$ cat src/rtl/dispatch_scheduler_pkg.sv
// Shared types for the dispatch path: decoded instruction layout, scheduler
// states and reservation-station IDs.
package dispatch_scheduler_pkg;

    localparam logic [2:0] RS_NONE = 3'd0;
    localparam logic [2:0] RS_ALU  = 3'd1;
    localparam logic [2:0] RS_MUL  = 3'd2;
    localparam logic [2:0] RS_BR   = 3'd3;
    localparam logic [2:0] RS_MEM  = 3'd4;

    typedef enum logic [1:0] {
        RUN,
        HOLD,
        GROUP
    } dispatch_state_t;

    typedef struct packed {
        logic [5:0]  opcode;
        logic [4:0]  rd;
        logic [4:0]  rs;
        logic [4:0]  rt;
        logic [15:0] imm;
        logic [2:0]  rs_station;
        logic        is_zerocycle;
        logic        reg_reg_mov;
        logic        macroop_start;
        logic        macroop_end;
    } decoded_instruction;

    // Station IDs outside 1..num_stations have nowhere to go, so they retire locally.
    function automatic logic is_zero_cycle(decoded_instruction d, int num_stations);
        return d.is_zerocycle || (d.rs_station == RS_NONE) ||
               (int'(d.rs_station) > num_stations);
    endfunction

endpackage

$ cat src/rtl/dispatch_queue.sv
// In-order circular buffer of decoded instructions with flush and a per-age
// view of which younger entries close a macro-op group.
module dispatch_queue
    import dispatch_scheduler_pkg::*;
#(
    parameter int DEPTH = 4
) (
    input  logic                         clk,
    input  logic                         reset_n,
    input  logic                         push,
    input  decoded_instruction           push_instr,
    input  logic                         pop,
    input  logic                         flush,
    output decoded_instruction           head_instr,
    output logic [$clog2(DEPTH+1)-1:0]   count,
    output logic [DEPTH-2:0]             younger_end
);
    localparam int PW = $clog2(DEPTH);

    decoded_instruction mem [DEPTH];
    logic [PW-1:0]      head_ptr;
    logic [PW-1:0]      tail_ptr;

    always_ff @(posedge clk or negedge reset_n) begin
        if (!reset_n) begin
            head_ptr <= '0;
            tail_ptr <= '0;
            count    <= '0;
        end else if (flush) begin
            head_ptr <= '0;
            tail_ptr <= '0;
            count    <= '0;
        end else begin
            if (push) tail_ptr <= tail_ptr + 1'b1;
            if (pop)  head_ptr <= head_ptr + 1'b1;
            unique case ({push, pop})
                2'b10:   count <= count + 1'b1;
                2'b01:   count <= count - 1'b1;
                default: ;
            endcase
        end
    end

    always_ff @(posedge clk) begin
        if (push && !flush) mem[tail_ptr] <= push_instr;
    end

    assign head_instr = mem[head_ptr];

    // Bit i-1 reports the entry i positions behind the head.
    always_comb begin
        younger_end = '0;
        for (int i = 1; i < DEPTH; i++) begin
            younger_end[i-1] = (i < int'(count)) && mem[head_ptr + PW'(i)].macroop_end;
        end
    end

endmodule

$ cat src/rtl/dispatch_scheduler.sv
// Dispatches the queue head to one reservation station per cycle, retires
// zero-cycle instructions locally and keeps macro-op groups back to back.
//
//   state | meaning
//   RUN   | normal dispatch; a group start without its end queued moves to HOLD
//   HOLD  | group start at head, waiting for its end entry; nothing dispatches
//   GROUP | group members dispatching; leaves when the end entry pops
module dispatch_scheduler
    import dispatch_scheduler_pkg::*;
#(
    parameter int DEPTH        = 4,
    parameter int NUM_STATIONS = 4
) (
    input  logic                         clk,
    input  logic                         reset_n,
    input  logic                         in_valid,
    input  decoded_instruction           in_instr,
    output logic                         in_ready,
    output logic [NUM_STATIONS-1:0]      rs_valid,
    output decoded_instruction           rs_instr,
    input  logic [NUM_STATIONS-1:0]      rs_ready,
    output logic                         zc_valid,
    output logic                         zc_mov,
    input  logic                         flush,
    output logic [$clog2(DEPTH+1)-1:0]   occupancy,
    output logic [15:0]                  stall_count
);
    dispatch_state_t    state;
    decoded_instruction head;
    logic [DEPTH-2:0]   younger_end;
    logic               younger_any;
    logic               nonempty;
    logic               head_zc;
    logic               start_only;
    logic               group_wait;
    logic               dispatch_en;
    logic               pop;

    dispatch_queue #(.DEPTH(DEPTH)) u_queue (
        .clk         (clk),
        .reset_n     (reset_n),
        .push        (in_valid && in_ready),
        .push_instr  (in_instr),
        .pop         (pop),
        .flush       (flush),
        .head_instr  (head),
        .count       (occupancy),
        .younger_end (younger_end)
    );

    assign in_ready    = int'(occupancy) < DEPTH;
    assign younger_any = |younger_end;
    assign nonempty    = occupancy != '0;
    assign head_zc     = is_zero_cycle(head, NUM_STATIONS);
    assign start_only  = head.macroop_start && !head.macroop_end;
    assign group_wait  = (state == HOLD) || ((state == RUN) && start_only && !younger_any);
    assign dispatch_en = nonempty && !flush && !group_wait;

    always_comb begin
        rs_valid = '0;
        for (int i = 0; i < NUM_STATIONS; i++) begin
            rs_valid[i] = dispatch_en && !head_zc && (int'(head.rs_station) == i + 1);
        end
    end

    assign rs_instr = head;
    assign zc_valid = dispatch_en && head_zc;
    assign zc_mov   = zc_valid && head.reg_reg_mov;
    assign pop      = zc_valid || |(rs_valid & rs_ready);

    always_ff @(posedge clk or negedge reset_n) begin
        if (!reset_n) begin
            state <= RUN;
        end else if (flush) begin
            state <= RUN;
        end else begin
            unique case (state)
                RUN: begin
                    if (nonempty && start_only) begin
                        if (!younger_any) state <= HOLD;
                        else if (pop)     state <= GROUP;
                    end
                end
                HOLD: begin
                    if (younger_any) state <= RUN;
                end
                GROUP: begin
                    if (pop && head.macroop_end) state <= RUN;
                end
                default: state <= RUN;
            endcase
        end
    end

    always_ff @(posedge clk or negedge reset_n) begin
        if (!reset_n) begin
            stall_count <= '0;
        end else if (!flush && nonempty && !pop && (stall_count != 16'hFFFF)) begin
            stall_count <= stall_count + 16'd1;
        end
    end

endmodule

$ cat config.mk
export PLATFORM = sky130hd
export DESIGN_NAME = dispatch_scheduler
export DESIGN_NICKNAME = d
export VERILOG_FILES = /design/src/rtl/dispatch_scheduler_pkg.sv /design/src/rtl/dispatch_queue.sv /design/src/rtl/dispatch_scheduler.sv
export SDC_FILE = /design/constraint.sdc
export NUM_CORES = 1
export LEC_CHECK = 0
export ABC_AREA = 1
export CAP_MARGIN = 20
export CORE_ASPECT_RATIO = 2
export CORE_MARGIN = 10
export CORE_UTILIZATION = 31
export CTS_CLUSTER_DIAMETER = 50
export CTS_CLUSTER_SIZE = 20
export DETAILED_ROUTE_END_ITERATION = 10
export PLACE_DENSITY_LB_ADDON = 0.3
export SLEW_MARGIN = 30
export SYNTH_ARGS = -nofsm -noshare
export SYNTH_HDL_FRONTEND = slang
export SYNTH_SLANG_ARGS = --single-unit
$ cat constraint.sdc
create_clock -name clk -period 8.2 [get_ports clk]
set_input_delay 1.64 -clock clk [delete_from_list [all_inputs] [get_ports clk]]
set_output_delay 1.64 -clock clk [all_outputs]
set_load 0.005 [all_outputs]
==> results of run 1 <==
-- power groups by stage --
stage / Sequential (mW) / Clock, mW / Combinational (mW)
3_3_place_gp: 1.29 / 0 / 0.957
6_report: 1.27 / 0.784 / 0.935
3_5_place_dp: 1.29 / 0 / 0.963
5_1_grt: 1.28 / 0.853 / 1.05
4_1_cts: 1.27 / 0.812 / 0.968
2_1_floorplan: 1.27 / 0 / 0.489
-- cells in the mapped netlist (all sizes together) (2+ instances only) --
library cell	n
nand3	48
nand4	5
nor2	31
xor2	7
clkbuf	15
xnor2	6
a22oi	67
a21oi	3
ha	9
nand3b	2
dfrtp	25
o21ai	20
nand2	153
edfxtp	176
nor4	3
buf	8
inv	41
nor3	8
-- logic make-up (layout without fill, tap and decap cells) --
logic type | after synthesis | in the layout | synth area share [%]
AND/OR/NAND/NOR | 251 | 251 | 13.7
flip-flops | 201 | 201 | 72.2
AO/OA/AOI/OAI | 93 | 93 | 7.96
buffers and inverters | 64 | 197 | 3.35
XOR/XNOR | 13 | 13 | 1.39
adder cells (fa/ha/maj) | 9 | 9 | 1.38
other | 0 | 1 | 0
-- layer usage --
layer | part of all wire, % | GRT usage, % | vias up
met4 | 3.5 | 5.19 | 4
met1 | 35 | 11.2 | 2570
met2 | 56 | 22.9 | 116
li1 | - | - | 2523
met3 | 5.0 | 2.70 | 42
met5 | 0.13 | 0 | -
-- worst min-delay path, delay by kind of cell, from the launching register on --
kind	cells	cell delay [ns]
flops	1	0.37
compound gates	1	0.05
simple gates	1	0.07
-- sequential cells by signal, summed over array words and instances, names as in the netlist --
signal	cells
u_queue.tail_ptr	2
u_queue.head_ptr	2
state	2
u_queue.mem	176
stall_count	16
u_queue.count	3
-- layout make-up --
type / instances / area [µm²] / area share (%)
diodes: 1 / 2.50 / 0.0242
clock buffers: 19 / 433 / 4.19
clock inverters: 9 / 98.8 / 0.956
inverters: 41 / 154 / 1.49
multi-input cells: 366 / 2040 / 19.8
flip-flops and latches: 201 / 5910 / 57.2
well taps: 344 / 430 / 4.16
repair buffers: 128 / 1260 / 12.2
-- through the flow --
step	std cells	cell area (µm²)	hold WS, ns	total power [mW]	worst slack, ns
5_1_grt	1109	10300	0.530	3.18	2.70
3_3_place_gp	1080	9800	0.496	2.24	2.92
2_1_floorplan	631	8190	0.492	1.76	3.98
3_5_place_dp	1080	9800	0.498	2.25	2.93
6_report	1109	10300	0.517	2.98	2.93
4_1_cts	1108	10300	0.516	3.05	2.90
-- worst max path at each step --
stage                              startpoint           endpoint  slack [ns]  cells after the start
after floorplan                      in_valid  u_queue.mem[0][0]        3.98                      4
after global placement                  flush             zc_mov        2.92                      9
after detailed placement                flush             zc_mov        2.93                      9
after CTS                               flush             zc_mov        2.90                      9
after global routing      u_queue.head_ptr[1]        rs_valid[0]        2.70                     11
final                                   flush             zc_mov        2.93                      9
==> impl_metrics.py, run 1 <==
metrics = {
    "placement": {
        "gp_congestion": 0.789,
        "portBuffers": 121,
        "hpwl_um": 13100,
    },
    "global_routing": {
        "grt-ovfl-total": 0,
        "antenna_found_initial": 3,
        "grt_max_degree": 45,
        "grt_pass1_vias": 5786,
        "grt_pass1_wl_um": 31300,
        "grt.total_usage_pct": 11.8,
    },
    "sta": {
        "max_freq_mhz": 190,
        "fin_crit_ns": 5.27,
        "setup_viol": 0,
        "final_hold_viol_count": 0,
        "slew_headroom_pct": 39.4,
        "worst_pin_slew_ns": 0.908,
        "slew_violations": 0,
        "finalCritPeriodShare_pct": 64.3,
        "fin_tns_setup_ns": 0,
        "fin_skew_ns": 0.0166,
        "rsz0062_at_grt": "false",
    },
    "yosys": {
        "synth_cell_types": 32,
        "syn_inst": 631,
        "synth_seq_area_share_pct": 72.2,
        "yosys-top-cells-area": "edfxtp_1 65%, dfrtp_1 7.6%, nand2_1 6.7%, a22oi_1 6.1%, nand3_1 2.7%",
        "async_flop_share_pct": 12.4,
        "synth_flop_cell": "edfxtp_1",
        "yosysWarnings": 0,
        "yosysTopAreaCell": "edfxtp_1",
        "synthDominantCellAreaShare_pct": 64.6,
        "synth_area_um2": 8190,
        "synthesis.nets": 692,
        "synth-edff-count": 176,
        "synth_area_per_cell_um2": 13.0,
        "ys_ff_latch": 201,
    },
    "min_path": {
        "hp-class": "flop to flop",
        "hold_depth": 2,
        "min_to": "stall_count[15]",
        "worstHoldStart": "stall_count[15]",
    },
    "critical_path": {
        "crit_fanout": 6,
        "path_buf_inv": 4,
        "cp-start-kind": "input port",
        "crit_type": "input port to output pin",
        "required_ns": 6.56,
        "worstRegToRegCells": 14,
        "crit_path_cell_trace": "clkdlybuf4s50_1 -> a21oi_1 -> inv_1 -> nor2_1 -> inv_1 -> nor2_4 -> o21ai_2 -> a31oi_1 -> clkdlybuf4s50_1",
        "rrSetupSlack_ns": 4.71,
        "cpMaxStageDelayCell": "clkdlybuf4s50_1",
        "slowest_delay_ns": 0.57,
        "crit_family": "buffers and inverters",
        "cp.arrival_ns": 3.63,
        "cp-end-kind": "output pin",
        "r2r-end": "stall_count[9]",
        "r2r-start": "u_queue.head_ptr[1]",
    },
    "die": {
        "core_area_um2": 26200,
        "initial_core_util_pct": 31.3,
        "row_count": 84,
        "ios": 122,
        "die_h_um": 250,
        "die_area_um2": 33700,
        "die_x_um": 135,
    },
    "clock_network": {
        "cts.sinks": 201,
        "clkTransAtPathRegs_ns": 0.07,
        "cts_tree": "built",
        "htreeDepth": 1,
        "clock_latency_ns": 0.49,
        "clockBufferDepth": 3,
        "cts_made_buffers": 17,
        "ctsResizeCount": 0,
        "post_cts_buffers": 0,
        "root_buffer": "clkbuf_16",
        "postCtsHoldBufs": 0,
    },
    "routing": {
        "vias": 5255,
        "vias_per_cell": 4.74,
        "post_drt_wl_per_cell_um": 18.1,
        "drtIter0Drc": 250,
        "drt-total-wl_um": 20000,
        "drc": 0,
        "antenna_left": 0,
        "drtPass1Iterations": 4,
    },
    "finish": {
        "nFillCells": 2453,
        "final_util_pct": 39.5,
        "most-common-layout-cells": "176 x edfxtp_1, 146 x nand2_1, 121 x clkdlybuf4s50_1, 67 x a22oi_1, 44 x nand3_1",
        "drive_above_1_share_pct": 8.77,
        "synthToLayoutAreaGrowth_pct": 26.3,
        "mostFrequentLayoutCell": "edfxtp_1",
        "layout.nets": 816,
    },
    "power_and_ir_drop": {
        "clockPowerShare_pct": 26.3,
        "power_frac_comb_pct": 31.3,
        "p_int_mw": 2.02,
        "vdd_drop_max_uv": 161,
        "p_sw_share_pct": 32.2,
        "pwr_density_cell_nw_per_um2": 289,
        "power.net_switching_mw": 0.960,
        "p_leak_nw": 3.66,
        "p_seq_share_pct": 42.4,
    },
    "job": {
        "maxCapViolations": 0,
    },
    "status": {
        "status": "finished clean",
    },
}
No activity file was read; power rests on OpenSTA's default activity.
==> run 2: changes to the inputs <==
- clock period: 8.2 -> 4.8 ns (I/O delays scaled with it)
==> impl_metrics.py, run 2 (synthesis gave the netlist of run 1 again) <==
metrics = {
    "routing": {
        "drc": 0,
        "vias_per_cell": 4.80,
        "drt-total-wl_um": 20100,
        "post_drt_wl_per_cell_um": 18.2,
        "antenna_left": 0,
        "drtPass1Iterations": 5,
        "drtIter0Drc": 337,
        "vias": 5308,
    },
    "placement": {
        "portBuffers": 121,
        "hpwl_um": 13500,
        "dp_cells": 1082,
        "placed_area_um2": 9830,
        "gp_congestion": 0.810,
    },
    "global_routing": {
        "antenna_found_initial": 2,
        "grt_pass1_vias": 5653,
        "grt_pass1_wl_um": 31300,
        "grt_max_degree": 45,
        "grt.total_usage_pct": 11.9,
        "grt-ovfl-total": 0,
    },
    "critical_path": {
        "crit_family": "buffers and inverters",
        "crit_type": "flop to output pin",
        "crit_fanout": 32,
        "path_buf_inv": 2,
        "cpMaxStageDelayCell": "dfrtp_1",
        "cpMostUsedCell": "nand2_1",
        "cp-end-kind": "output pin",
        "cp-start-kind": "flop",
        "required_ns": 3.84,
        "worstRegToRegCells": 14,
        "crit_path_cell_trace": "nor2_4 -> buf_4 -> nand2_1 -> nand2_1 -> nor2_2 -> nand2_2 -> o21ai_2 -> a31oi_1 -> clkdlybuf4s50_1",
        "r2r-end": "stall_count[9]",
        "slowest_delay_ns": 0.59,
        "r2r-start": "u_queue.head_ptr[1]",
        "rrSetupSlack_ns": 1.68,
        "cp.arrival_ns": 3.13,
    },
    "die": {
        "die_area_um2": 33700,
        "ios": 122,
        "row_count": 84,
        "die_x_um": 135,
        "core_area_um2": 26200,
        "die_h_um": 250,
        "initial_core_util_pct": 31.3,
    },
    "power_and_ir_drop": {
        "p_seq_share_pct": 42.8,
        "p_sw_share_pct": 31.9,
        "pwr_density_cell_nw_per_um2": 490,
        "power_mw": 5.06,
        "p_leak_nw": 3.66,
        "clockPowerShare_pct": 25.5,
        "vdd_drop_max_uv": 330,
        "power.net_switching_mw": 1.61,
        "p_int_mw": 3.44,
        "power_frac_comb_pct": 31.7,
    },
    "sta": {
        "whs_ns": 0.533,
        "slew_headroom_pct": 51.0,
        "worst_pin_slew_ns": 0.733,
        "max_freq_mhz": 244,
        "setup_viol": 0,
        "final_hold_viol_count": 0,
        "rsz0062_at_grt": "false",
        "fin_tns_setup_ns": 0,
        "slew_violations": 0,
        "finalCritPeriodShare_pct": 85.3,
        "fin_crit_ns": 4.09,
        "fin_skew_ns": 0.0166,
    },
    "status": {
        "status": "finished clean",
    },
    "clock_network": {
        "ctsResizeCount": 0,
        "postCtsHoldBufs": 0,
        "post_cts_buffers": 0,
        "cts_made_buffers": 16,
        "htreeDepth": 1,
        "cts_tree": "built",
        "clock_latency_ns": 0.48,
        "cts.sinks": 201,
        "root_buffer": "clkbuf_16",
        "clockBufferDepth": 3,
        "clkTransAtPathRegs_ns": 0.07,
    },
    "min_path": {
        "min_to": "stall_count[15]",
        "hold_depth": 2,
        "hp-class": "flop to flop",
        "worstHoldStart": "stall_count[15]",
    },
    "finish": {
        "synthToLayoutAreaGrowth_pct": 26.2,
        "layout.nets": 817,
        "mostFrequentLayoutCell": "edfxtp_1",
        "most-common-layout-cells": "176 x edfxtp_1, 146 x nand2_1, 121 x clkdlybuf4s50_1, 67 x a22oi_1, 44 x nand3_1",
        "final_cells": 1106,
        "drive_above_1_share_pct": 8.67,
        "largest_reg_flops": 176,
        "nFillCells": 2451,
        "final_cell_area_um2": 10300,
        "top_regs": "u_queue.mem: 176 flops, stall_count: 16 flops, u_queue.count: 3 flops",
        "top_register": "u_queue.mem",
    },
    "job": {
        "maxCapViolations": 0,
    },
}
-- run 2: routing by layer --
layer  GRT usage (%)  vias up  wire [µm]
li1                -     2527          -
met1            11.6     2621       7190
met2            23.0      118      11400
met3            2.52       40        972
met4            4.78        2        558
met5               0        -         13
-- run 2: area by class of cell --
class / instances / area, µm² / area share (%)
Antenna cell: 1 / 2.50 / 0.0242
Multi-Input combinational cell: 366 / 2040 / 19.8
Sequential cell: 201 / 5910 / 57.2
Clock inverter: 5 / 71.3 / 0.690
Inverter: 41 / 154 / 1.49
Clock buffer: 18 / 429 / 4.15
Timing Repair Buffer: 130 / 1290 / 12.5
Tap cell: 344 / 430 / 4.17
-- run 2: worst register-to-register path: stages, from the launching register on --
cell	delay, ns
dfrtp_1	0.59
nor2_4	0.39
buf_4	0.46
nand2_1	0.09
nand2_1	0.09
nor2_2	0.05
nand2_2	0.10
nor2_4	0.05
nand4_1	0.09
nand2_1	0.07
nor2_2	0.18
and3_1	0.61
nand2_1	0.10
nand2_1	0.08
nand2_1	0.04
-- run 2: per-stage QoR --
step / util [%] / setup slack [ns]
finish: 39.5 / 0.707
global route: 39.5 / 0.416
CTS: 39.5 / 0.614
detailed placement: 37.6 / 0.862
global placement: 37.6 / 0.842
floorplan: - / 1.26
-- run 2: power by group through the flow --
stage,Sequential [mW],Combinational [mW],Clock (mW)
4_1_cts,2.17,1.65,1.34
6_report,2.16,1.60,1.29
2_1_floorplan,2.18,0.836,0
3_5_place_dp,2.21,1.65,0
5_1_grt,2.18,1.79,1.41
3_3_place_gp,2.20,1.64,0
-- run 2: worst max-delay path by stage --
stage / end / start / slack, ns / depth (start not counted)
floorplan: u_queue.mem[0][0] / in_valid / 1.26 / 4
global placement: zc_mov / flush / 0.84 / 9
detailed placement: rs_valid[0] / flush / 0.86 / 9
CTS: rs_instr[16] / u_queue.head_ptr[0] / 0.61 / 6
global route: zc_mov / u_queue.head_ptr[0] / 0.42 / 9
finish: zc_mov / u_queue.head_ptr[1] / 0.71 / 9
